--- src/rtl/perm_pkg.sv ---
// Shared definitions for the slice permutation network:
// slice index types, packed {sel, vec} field offsets and FSM states.
package perm_pkg;

    localparam int LOG2SLICES = 4;
    localparam int SLICES     = 1 << LOG2SLICES;

    typedef logic [LOG2SLICES-1:0] slice_idx_t;

    typedef enum logic [1:0] {
        ST_IDLE,
        ST_SCAN,
        ST_EMIT
    } perm_state_t;

    // LSB of slice field idx inside a packed vector of lg-bit fields
    function automatic int fld_lsb(input int idx, input int lg);
        return idx * lg;
    endfunction

    // LSB of the sideband select field, which sits above all slice fields
    function automatic int sel_lsb(input int lg);
        return (1 << lg) * lg;
    endfunction

endpackage

--- src/rtl/perm_idx_dec.sv ---
// Slice index to one-hot decoder.
// Drives both the seen[] lookup and the dst write enables.
module perm_idx_dec
    import perm_pkg::*;
#(
    parameter int LOG2SLICES = perm_pkg::LOG2SLICES
) (
    input  logic [LOG2SLICES-1:0]      idx_i,
    output logic [(1<<LOG2SLICES)-1:0] onehot_o
);

    // Single hot bit at the position named by idx_i
    always_comb begin
        onehot_o        = '0;
        onehot_o[idx_i] = 1'b1;
    end

endmodule

--- src/rtl/perm_addr_inv.sv ---
// Serial gather-to-scatter permutation inverter: dst[src[i]] = i,
// one slice per cycle, with duplicate-source (non-bijective) flag.
module perm_addr_inv
    import perm_pkg::*;
#(
    parameter int LOG2SLICES = perm_pkg::LOG2SLICES,
    parameter int SELW       = 2
) (
    input  logic                                    clk,
    input  logic                                    reset,
    input  logic [SELW+(1<<LOG2SLICES)*LOG2SLICES-1:0] t_0_dat,
    input  logic                                    t_0_req,
    output logic                                    t_0_ack,
    output logic [SELW+(1<<LOG2SLICES)*LOG2SLICES-1:0] i_0_dat,
    output logic                                    i_0_err,
    output logic                                    i_0_req,
    input  logic                                    i_0_ack
);

    localparam int SLICES  = 1 << LOG2SLICES;
    localparam int VECW    = SLICES * LOG2SLICES;
    localparam int SEL_LSB = sel_lsb(LOG2SLICES);
    localparam logic [LOG2SLICES-1:0] LAST = LOG2SLICES'(SLICES - 1);

    perm_state_t             state_q;
    logic [LOG2SLICES-1:0]   cnt_q;
    logic [LOG2SLICES-1:0]   cnt_d;
    logic [VECW-1:0]         src_q;
    logic [VECW-1:0]         dst_q;
    logic [SELW-1:0]         sel_q;
    logic [SLICES-1:0]       seen_q;
    logic                    dup_q;

    logic [LOG2SLICES-1:0]   s_idx;
    logic [SLICES-1:0]       s_oh;
    logic [SLICES-1:0]       wr_en;
    logic                    hit;

    assign s_idx = src_q[fld_lsb(int'(cnt_q), LOG2SLICES) +: LOG2SLICES];
    assign cnt_d = cnt_q + 1'b1;

    perm_idx_dec #(
        .LOG2SLICES (LOG2SLICES)
    ) u_dec (
        .idx_i    (s_idx),
        .onehot_o (s_oh)
    );

    // First writer wins: only slots not yet seen take the current index
    assign hit   = |(s_oh & seen_q);
    assign wr_en = s_oh & ~seen_q;

    // FSM, scan datapath and registered results in one process
    always_ff @(posedge clk or posedge reset) begin
        if (reset) begin
            state_q <= ST_IDLE;
            cnt_q   <= '0;
            src_q   <= '0;
            dst_q   <= '0;
            sel_q   <= '0;
            seen_q  <= '0;
            dup_q   <= 1'b0;
        end else begin
            case (state_q)
                ST_IDLE: begin
                    if (t_0_req) begin
                        state_q <= ST_SCAN;
                        src_q   <= t_0_dat[VECW-1:0];
                        sel_q   <= t_0_dat[SEL_LSB +: SELW];
                        dst_q   <= '0;
                        seen_q  <= '0;
                        dup_q   <= 1'b0;
                        cnt_q   <= '0;
                    end
                end
                ST_SCAN: begin
                    if (hit) begin
                        dup_q <= 1'b1;
                    end
                    seen_q <= seen_q | s_oh;
                    for (int j = 0; j < SLICES; j++) begin
                        if (wr_en[j]) begin
                            dst_q[fld_lsb(j, LOG2SLICES) +: LOG2SLICES] <= cnt_q;
                        end
                    end
                    cnt_q <= cnt_d;
                    if (cnt_q == LAST) begin
                        state_q <= ST_EMIT;
                    end
                end
                ST_EMIT: begin
                    if (i_0_ack) begin
                        state_q <= ST_IDLE;
                    end
                end
                default: begin
                    state_q <= ST_IDLE;
                end
            endcase
        end
    end

    // Handshakes decode from state only; ready is withheld during reset
    assign t_0_ack = (state_q == ST_IDLE) && !reset;
    assign i_0_req = (state_q == ST_EMIT);
    assign i_0_dat = {sel_q, dst_q};
    assign i_0_err = dup_q;

endmodule

--- config.mk ---
export PLATFORM = sky130hd
export DESIGN_NAME = perm_addr_inv
export DESIGN_NICKNAME = d
export VERILOG_FILES = /design/src/rtl/perm_pkg.sv /design/src/rtl/perm_idx_dec.sv /design/src/rtl/perm_addr_inv.sv
export SDC_FILE = /design/constraint.sdc
export NUM_CORES = 1
export LEC_CHECK = 0
export BUFFER_PORTS_ARGS = -buffer_cell sky130_fd_sc_hd__clkbuf_2
export CELL_PAD_IN_SITES_DETAIL_PLACEMENT = 0
export CELL_PAD_IN_SITES_GLOBAL_PLACEMENT = 1
export CORE_MARGIN = 10
export CORE_UTILIZATION = 48
export CTS_BUF_LIST = sky130_fd_sc_hd__clkbuf_4 sky130_fd_sc_hd__clkbuf_8
export DETAILED_ROUTE_END_ITERATION = 6
export GPL_ROUTABILITY_DRIVEN = 0
export PLACE_DENSITY = 0.95
export SKIP_CTS_REPAIR_TIMING = 1
export SYNTH_ARGS = -nofsm -noshare
export SYNTH_HDL_FRONTEND = slang
export SYNTH_SLANG_ARGS = --single-unit
--- constraint.sdc ---
create_clock -name clk -period 11.88 [get_ports clk]
set_clock_uncertainty 0.05 [all_clocks]
set_input_delay 0.594 -clock clk [delete_from_list [all_inputs] [get_ports clk]]
set_output_delay 0.594 -clock clk [all_outputs]
set_load 0.03 [all_outputs]
==> flow_summary.toml <==
[place]
dp_cells = 901
hpwl_um = 11700
io_buffers = 138
dpl_cell_area_um2 = 7670

[power_and_ir_drop]
combPwrFrac_pct = 48.2
power.internal_mw = 1.53
fin_total_pwr_mw = 2.69
power_frac_seq_pct = 35.1
switching_share_pct = 43.1
leakage_nw = 4.13
peakVddDrop_uv = 103
powerDensity_nw_per_um2 = 331
p_clk_share_pct = 16.8
power_switching_mw = 1.16

[synth]
avgSynthCellArea_um2 = 11.2
synthArstFlopShare_pct = 100
ys.flop_type = "dfrtp_1"
synth-edff-count = 0
yosys_register_bits = 153
postSynthCellCount = 614
syn-num-nets = 685
synth_warnings = 0
ys_types = 53
synth-seq-area-share_pct = 55.7
syn_area_um2 = 6870

[critical_path]
arrival_ps = 3830
crit_buf_inv = 1
critPathLaunch = "cnt_q[1]"
crit_family = "multiplexers"
cp_cell_sequence = "buf_4 > mux4_2 > mux2_2 > and3_1 > a31oi_2 > nor3_2 > nor2_2 > mux2_1"
start_kind = "flip-flop"
slowest_stage = "dfrtp_1"
worstPathRequired_ps = 12160
r2r_start = "cnt_q[1]"
max_stage_delay_ps = 760
crit_path_end_kind = "flip-flop"
path_max_fanout = 12
worstSetupPathType = "flip-flop to flip-flop"

[flow_run]
maxCapViolations = 0

[sta]
maxSlewViolCount = 0
fmaxAchievable_mhz = 281
final-setup-viol-count = 0
tns_ps = 0
period_minus_slack_ps = 3560
worstMarginPinSlew_ps = 1030
relSlewSlack_pct = 31.5
rsz0062_at_grt = "false"
timing.final.crit_share_pct = 29.9
hold_viol = 0

[floorplan]
die_y_um = 140
dieArea_um2 = 19500
core_um2 = 13900
io_pins = 139
die_width_um = 140
rows = 43
start_util_pct = 49.3

[final_layout]
drive_above_1_share_pct = 36.1
final_area_um2 = 8130
fin_nets = 811
area_delta_synth_final_pct = 18.4
final_cells = 933
diodes = 0

[clocking]
cts_tree = "built"
clock_latency_ps = 450
numCtsBuffers = 17
cts_sinks = 153
h-tree-depth = 4
cts_buffer_depth = 2
root_buffer = "clkbuf_8"
path_clk_slew_ps = 90

[detailed_routing]
routed_wl_um = 16300
vias = 4871
antenna_left = 0
via_per_inst = 5.22
first_pass_iters = 4
route.detailed.drc = 0
drt_iter0_markers = 224
avgRoutedWirePerCell_um = 17.5

[run_status]
status = "completed"

[global_route]
grt_overflow = 0
grt_max_degree = 96
track_usage_pct = 16.8
grt_pass1_vias = 5360
grt_pass1_wl_um = 27000
grt_antenna_before_repair = 0

[worst_hold_path]
hold_class = "primary input to async pin"
==> worst paths after layout <==
kind,endpoint,cells after the start,slack (ps)
setup / recovery,dst_q[37],8,8320
hold / removal,dst_q[40],2,210
setup reg to reg,dst_q[37],8,8320
hold reg to reg,src_q[26],2,420
max in group asynchronous,src_q[3],3,10150
min in group clk,src_q[19],3,280
==> metal layers <==
layer  vias to the layer above  wire [um]  GRT usage [%]
met5                         -          0              0
met4                         0        222           5.16
met3                        22       1010           5.34
met2                       146       7690           26.9
met1                      2397       7430           21.3
li1                       2306          -              -
==> cell type report <==
class | instances | area [um^2]
fillers | 1177 | 5800
clock buffers | 21 | 270
inverters | 4 | 20.0
flip-flops and latches | 153 | 3830
multi-input cells | 422 | 2870
well taps | 180 | 225
clock inverters | 11 | 194
repair buffers | 142 | 721
==> power by group through the flow <==
| stage | Sequential (mW) | Clock, mW | Combinational (mW) |
|---|---|---|---|
| floorplan | 1.07 | 0 | 0.851 |
| global placement | 0.934 | 0 | 1.27 |
| detailed placement | 0.952 | 0 | 1.31 |
| CTS | 0.943 | 0.461 | 1.31 |
| global route | 0.974 | 0.478 | 1.42 |
| finish | 0.943 | 0.451 | 1.30 |
==> cell families (layout without fill, tap and decap cells) <==
| kind of cell | count (synthesis) | in the layout | share of synthesized area [%] |
|---|---|---|---|
| muxes | 98 | 98 | 19.2 |
| DFF | 153 | 153 | 55.7 |
| AOI/OAI and AO/OA | 42 | 42 | 4.99 |
| and+or+nand+nor | 280 | 280 | 17.2 |
| xor gates and xnor gates | 1 | 1 | 0.128 |
| buffers and inverters | 39 | 178 | 2.55 |
| adders and majority gates | 1 | 1 | 0.182 |
==> placed cells by master, fill, tap and decap left out, drive strengths merged, types with 2 or more instances in the layout <==
cell type,synthesis,final
a21oi,2,2
a31oi,3,3
and2,5,5
buf,14,4
bufinv,0,5
clkbuf,21,159
clkinv,1,2
clkinvlp,0,4
dfrtp,153,153
inv,3,4
mux2,70,70
mux2i,12,12
mux4,16,16
nand2,231,231
nand2b,2,2
nand3,7,7
nor2,14,14
nor2b,2,2
nor3,14,14
nor3b,2,2
o21ai,19,19
o22ai,4,4
o31a,3,3
o31ai,5,5
==> registers in the layout, indices dropped and copies added, names as in the netlist <==
register,count
cnt_q,4
dst_q,64
i_0_err,1
seen_q,16
sel_q,2
src_q,64
state_q,2
==> synthesized netlist by cell type, drive strengths merged (2+ instances only) <==
| cell type | n | area share (%) |
|---|---|---|
| a21oi | 2 | 0.15 |
| a31oi | 3 | 0.58 |
| and2 | 5 | 0.46 |
| buf | 14 | 1.2 |
| clkbuf | 21 | 1.1 |
| dfrtp | 153 | 56 |
| inv | 3 | 0.16 |
| mux2 | 70 | 12 |
| mux2i | 12 | 2.1 |
| mux4 | 16 | 5.2 |
| nand2 | 231 | 13 |
| nand2b | 2 | 0.18 |
| nand3 | 7 | 0.66 |
| nor2 | 14 | 1.0 |
| nor2b | 2 | 0.18 |
| nor3 | 14 | 1.3 |
| nor3b | 2 | 0.29 |
| o21ai | 19 | 1.5 |
| o22ai | 4 | 0.36 |
| o31a | 3 | 0.51 |
| o31ai | 5 | 1.1 |
==> metrics by stage <==
| stage | util, % | setup WS, ps | hold WS (ps) |
|---|---|---|---|
| after global routing | 58.4 | 8090 | 251 |
| after global placement | 55.0 | 8430 | 402 |
| final | 58.4 | 8320 | 215 |
| after CTS | 58.4 | 8300 | 225 |
| after detailed placement | 55.0 | 8320 | 409 |
| after floorplan | - | 7110 | 390 |
Power figures use the tool's default switching activity.
